<file path="config.mk">
export PLATFORM = sky130hd
export DESIGN_NAME = multicycle_ctrl
export DESIGN_NICKNAME = d
export VERILOG_FILES = /design/src/rtl/multicycle_ctrl.sv
export SDC_FILE = /design/constraint.sdc
export NUM_CORES = 1
export LEC_CHECK = 0
export ABC_AREA = 1
export CAP_MARGIN = 20
export CELL_PAD_IN_SITES_DETAIL_PLACEMENT = 1
export CELL_PAD_IN_SITES_GLOBAL_PLACEMENT = 1
export CORE_MARGIN = 4
export CORE_UTILIZATION = 36
export DETAILED_ROUTE_END_ITERATION = 7
export DONT_BUFFER_PORTS = 1
export HOLD_SLACK_MARGIN = 0.15
export PLACE_DENSITY = 0.71
export SYNTH_ARGS = -nofsm -noshare
export SYNTH_HDL_FRONTEND = slang
export SYNTH_SLANG_ARGS = --single-unit
export TNS_END_PERCENT = 20
</file>
<file path="constraint.sdc">
create_clock -name clk -period 2.1 [get_ports clk]
set_input_delay 0.315 -clock clk [delete_from_list [all_inputs] [get_ports clk]]
set_output_delay 0.315 -clock clk [all_outputs]
set_load 0.02 [all_outputs]
</file>
<file path="src/rtl/multicycle_ctrl.sv">
// Multicycle RISC-V control unit: Moore FSM sequencing fetch, decode, memory,
// ALU and branch steps, plus ALU-control and immediate-select decoders.
module multicycle_ctrl #(
  parameter int STATE_W = 4
) (
  input  logic       clk,
  input  logic       reset,
  input  logic [6:0] op,
  input  logic [2:0] funct3,
  input  logic       funct7b5,
  input  logic       zero,
  input  logic       memready,
  output logic       pcwrite,
  output logic       adrsrc,
  output logic       memwrite,
  output logic       irwrite,
  output logic       regwrite,
  output logic [1:0] resultsrc,
  output logic [1:0] alusrca,
  output logic [1:0] alusrcb,
  output logic [1:0] immsrc,
  output logic [2:0] alucontrol,
  output logic       illegal
);

  if (STATE_W < 4) begin : g_bad_width
    $error("multicycle_ctrl: STATE_W must be at least 4");
  end

  localparam logic [6:0] OP_LW   = 7'b0000011;
  localparam logic [6:0] OP_SW   = 7'b0100011;
  localparam logic [6:0] OP_RTYP = 7'b0110011;
  localparam logic [6:0] OP_ITYP = 7'b0010011;
  localparam logic [6:0] OP_BEQ  = 7'b1100011;
  localparam logic [6:0] OP_JAL  = 7'b1101111;

  typedef enum logic [STATE_W-1:0] {
    FETCH, DECODE, MEMADR, MEMREAD, MEMWB, MEMWRITE,
    EXECUTER, EXECUTEI, ALUWB, BEQ, JAL
  } state_t;

  state_t     state_q, state_d;
  logic [1:0] aluop;
  logic       branch;
  logic       pcupdate;

  always_comb begin
    state_d = state_q;
    case (state_q)
      FETCH:    if (memready) state_d = DECODE;
      DECODE: begin
        case (op)
          OP_LW, OP_SW: state_d = MEMADR;
          OP_RTYP:      state_d = EXECUTER;
          OP_ITYP:      state_d = EXECUTEI;
          OP_BEQ:       state_d = BEQ;
          OP_JAL:       state_d = JAL;
          default:      state_d = FETCH;
        endcase
      end
      MEMADR:   state_d = (op == OP_LW) ? MEMREAD : MEMWRITE;
      MEMREAD:  if (memready) state_d = MEMWB;
      MEMWRITE: if (memready) state_d = FETCH;
      EXECUTER, EXECUTEI, JAL: state_d = ALUWB;
      MEMWB, ALUWB, BEQ:       state_d = FETCH;
      // Encodings beyond the named states recover to FETCH.
      default:  state_d = FETCH;
    endcase
  end

  // NOTE: sequential state uses non-blocking assignment so every flop samples
  // pre-edge values; blocking here would create order-dependent simulation.
  always_ff @(posedge clk) begin
    if (reset) state_q <= FETCH;
    else       state_q <= state_d;
  end

  // NOTE: every output gets a default before the case, so no path leaves a
  // variable unassigned and no latch is inferred.
  always_comb begin
    adrsrc    = 1'b0;
    memwrite  = 1'b0;
    irwrite   = 1'b0;
    regwrite  = 1'b0;
    resultsrc = 2'b00;
    alusrca   = 2'b00;
    alusrcb   = 2'b00;
    aluop     = 2'b00;
    branch    = 1'b0;
    pcupdate  = 1'b0;
    illegal   = 1'b0;
    case (state_q)
      FETCH: begin
        alusrcb   = 2'b10;
        resultsrc = 2'b10;
        irwrite   = memready;
        pcupdate  = memready;
      end
      DECODE: begin
        alusrca = 2'b01;
        alusrcb = 2'b01;
        illegal = !(op inside {OP_LW, OP_SW, OP_RTYP, OP_ITYP, OP_BEQ, OP_JAL});
      end
      MEMADR: begin
        alusrca = 2'b10;
        alusrcb = 2'b01;
      end
      MEMREAD:  adrsrc = 1'b1;
      MEMWB: begin
        resultsrc = 2'b01;
        regwrite  = 1'b1;
      end
      MEMWRITE: begin
        adrsrc   = 1'b1;
        memwrite = 1'b1;
      end
      EXECUTER: begin
        alusrca = 2'b10;
        aluop   = 2'b10;
      end
      EXECUTEI: begin
        alusrca = 2'b10;
        alusrcb = 2'b01;
        aluop   = 2'b10;
      end
      ALUWB:    regwrite = 1'b1;
      BEQ: begin
        alusrca = 2'b10;
        aluop   = 2'b01;
        branch  = 1'b1;
      end
      JAL: begin
        alusrca  = 2'b01;
        alusrcb  = 2'b10;
        pcupdate = 1'b1;
      end
      default: ;
    endcase
  end

  assign pcwrite = pcupdate | (branch & zero);

  always_comb begin
    alucontrol = 3'b000;
    case (aluop)
      2'b01: alucontrol = 3'b001;
      2'b10: begin
        case (funct3)
          3'b000:  alucontrol = (op[5] & funct7b5) ? 3'b001 : 3'b000;
          3'b010:  alucontrol = 3'b101;
          3'b110:  alucontrol = 3'b011;
          3'b111:  alucontrol = 3'b010;
          default: alucontrol = 3'b000;
        endcase
      end
      default: alucontrol = 3'b000;
    endcase
  end

  always_comb begin
    case (op)
      OP_SW:   immsrc = 2'b01;
      OP_BEQ:  immsrc = 2'b10;
      OP_JAL:  immsrc = 2'b11;
      default: immsrc = 2'b00;
    endcase
  end

endmodule
</file>
==> impl_metrics.py <==
metrics = {
    "floorplan": {
        "core.rowCount": 13,
        "core_um2": 1370,
        "die_area_um2": 2210,
        "die_h_um": 47.0,
        "io_pins": 32,
        "start_util_pct": 40.0,
        "chipWidth_um": 47.0,
    },
    "clocking": {
        "cts_tree": "built",
        "clk_pin_slew_ns": 0.03,
        "cts_root_buf": "clkbuf_4",
        "cts_buffer_depth": 2,
        "clock_latency_ns": 0.24,
        "cts_max_level": 1,
        "cts_buffers": 3,
        "clkSinkCount": 4,
    },
    "layout": {
        "postLayoutCoreUtil_pct": 62.5,
        "largest_register_ffs": 4,
        "reg_top3": "state_q x4",
        "nets": 150,
        "antennaDiodeCount": 0,
        "mostFrequentLayoutCell": "nand2_1",
        "area_growth_pct": 56.1,
        "largest-register": "state_q",
        "layout_common_cells": "26 x nand2_1, 21 x buf_4, 19 x inv_1",
        "drive_gt1_share_pct": 36.6,
    },
    "setup_path": {
        "end_kind": "output port",
        "required_ns": 1.78,
        "crit_arrival_ns": 1.83,
        "rrSetupSlack_ns": 0.43,
        "cp-start-kind": "flop",
        "cp_num_buf_inv": 5,
        "slowest_stage": "dfxtp_1",
        "r2r_start": "state_q[2]$_SDFFE_PP0P_",
        "r2r_cells": 12,
        "cp_common_cell": "inv_2",
        "max_stage_delay_ns": 0.37,
        "crit_cells": 10,
        "endpoint": "alucontrol[2]",
        "crit_start": "state_q[1]$_SDFFE_PP0P_",
        "crit_family": "simple AND/OR/NAND/NOR gates",
        "crit_type": "flop to output port",
        "cp_max_fo": 4,
        "r2r_end": "state_q[0]$_SDFFE_PP0P_",
        "crit_chain": "inv_2, nand2_4, nor2_4, buf_6, inv_2, ha_4, inv_2, or2_4, nor4_4, buf_4",
    },
    "pwr": {
        "seq_power_share_pct": 29.8,
        "p_per_area_nw_per_um2": 313,
        "max-vdd-ir-drop_mv": 0.466,
        "power.internal_w": 0.000169,
        "p_sw_share_pct": 36.9,
        "power_frac_comb_pct": 33.7,
        "power_w": 0.000267,
        "p_sw_w": 0.0000985,
        "clockPowerShare_pct": 36.5,
        "p_leak_nw": 0.448,
    },
    "placement": {
        "dp_hpwl_um": 1440,
        "pre_cts_slack_ns": 0.0638,
        "finalWeightedCongestion": 0.787,
        "port_buffers": 0,
    },
    "timing": {
        "clock_skew_ns": 0.00971,
        "tns_ns": -0.0426,
        "finalCritPeriodShare_pct": 102,
        "setup_viol": 1,
        "hold_violations": 0,
        "max_slew_margin_pct": 67.6,
        "timing.final.ws_setup_ns": -0.0426,
        "finalCriticalPeriod_ns": 2.14,
        "final_max_slew_viol_count": 0,
        "rsz0062_at_grt": "yes",
        "fmax_mhz": 467,
        "worstMarginPinSlew_ns": 0.488,
    },
    "yosys": {
        "yosysUniqueCellTypes": 23,
        "ys_seq_area_share_pct": 14.6,
        "synth_top_area_share_pct": 17.8,
        "synth.cell_area_um2": 547,
        "syn_nets": 121,
        "synth_area_leaders": "nand2_1 18%, inv_1 17%, dfxtp_1 15%",
        "synth_largest_area_cell": "nand2_1",
        "syn_avg_cell_area_um2": 5.26,
        "ys_ff_latch": 4,
        "synth_cells": 104,
        "ys_warn_count": 0,
    },
    "routing": {
        "routed_wl_um": 2730,
        "drc": 0,
        "dr.pass1.iters": 4,
        "postRouteAntennaNets": 0,
        "viasPerCell": 5.71,
        "vias": 833,
        "drt-initial-drc-count": 13,
        "wl_per_cell_um": 18.7,
    },
    "flow_run": {
        "max-cap-violations": 0,
    },
    "global_route": {
        "grt_max_degree": 7,
        "grt_pass1_vias": 944,
        "grt.overflow.total": 0,
        "grt_usage_pct": 28.1,
        "grt_pass1_wl_um": 4350,
        "antenna_found_initial": 0,
    },
    "status": {
        "violations": "setup timing",
        "status": "complete, but fails checks",
    },
    "hold_path": {
        "min_path_type": "input port to flop",
        "min_from": "reset",
    },
}
[cells in the mapped netlist]
cell	count
a21oi_1	3
o21ai_0	1
a211o_1	1
and3_1	1
nand4_1	1
o22ai_1	1
nor2_2	1
inv_1	25
o311ai_0	1
nor3_1	1
ha_1	2
nand3_1	11
nor2_1	15
nand2_1	26
inv_2	2
nor2_4	2
nand2_2	1
a31oi_1	1
or2_2	1
a21oi_2	1
dfxtp_1	4
nor3b_1	1
nor4_1	1
[area by class of cell]
cell class                      count  area [um2]
Clock buffer                        3        22.5
Fill cell                         195         513
Inverter                           27         101
Multi-Input combinational cell     73         435
Sequential cell                     4        85.1
Tap cell                           15        18.8
Timing Repair Buffer               24         190
[logic make-up (layout without fill, tap and decap cells)]
family / Yosys count / count (layout) / synth area share [%]
AO/OA/AOI/OAI: 9 / 9 / 10.8
adder cells (fa/ha/maj): 2 / 2 / 4.58
buffers and inverters: 27 / 54 / 18.5
flip-flops: 4 / 4 / 14.6
AND/OR/NAND/NOR: 62 / 62 / 51.5
[worst reg2reg max path: stages, from the launching register on]
cell	delay [ns]
dfxtp_2	0.36
inv_2	0.06
nor2_4	0.09
buf_4	0.11
buf_4	0.09
buf_4	0.10
buf_4	0.10
nand3_1	0.12
inv_1	0.24
nand2_1	0.11
nand2_1	0.07
inv_1	0.05
a21oi_2	0.12
[power by group through the flow]
| stage | logic, W | clock network [W] | registers (W) |
|---|---|---|---|
| after floorplan | 0.0000551 | 0 | 0.0000821 |
| after global placement | 0.0000739 | 0 | 0.0000809 |
| after detailed placement | 0.0000754 | 0 | 0.0000810 |
| after CTS | 0.0000818 | 0.0000973 | 0.0000792 |
| after global routing | 0.0000952 | 0.000107 | 0.0000795 |
| final | 0.0000899 | 0.0000976 | 0.0000796 |
[worst min path at each step]
stage	slack (ns)	cells past startpoint	to
2_1_floorplan	0.38	1	state_q[0]$_SDFFE_PP0P_
3_3_place_gp	0.38	1	state_q[0]$_SDFFE_PP0P_
3_5_place_dp	0.38	1	state_q[0]$_SDFFE_PP0P_
4_1_cts	0.24	3	state_q[1]$_SDFFE_PP0P_
5_1_grt	0.27	3	state_q[1]$_SDFFE_PP0P_
6_report	0.24	3	state_q[1]$_SDFFE_PP0P_
[per-stage QoR]
stage	cells	cell area, um2	hold slack (ns)
2_1_floorplan	104	553	0.377
3_3_place_gp	128	639	0.379
3_5_place_dp	128	639	0.384
4_1_cts	144	827	0.242
5_1_grt	146	853	0.266
6_report	146	853	0.242
[per-layer routing]
layer	part of all wire (%)	GRT usage, %	vias up
met4	7.4	17.1	0
met1	35	27.4	387
met2	52	52.3	48
met5	0	0	-
met3	5.8	6.90	20
li1	-	-	378
[timing repair]
action / CTS / global route
resized for setup: 20 / 3
setup endpoints to repair: 2 / 2
setup buffers: 12 / 2
pin swaps: 6 / 4
hold buffers: 1 / 0
hold endpoints to repair: 3 / 0
Power figures use the tool's default switching activity.
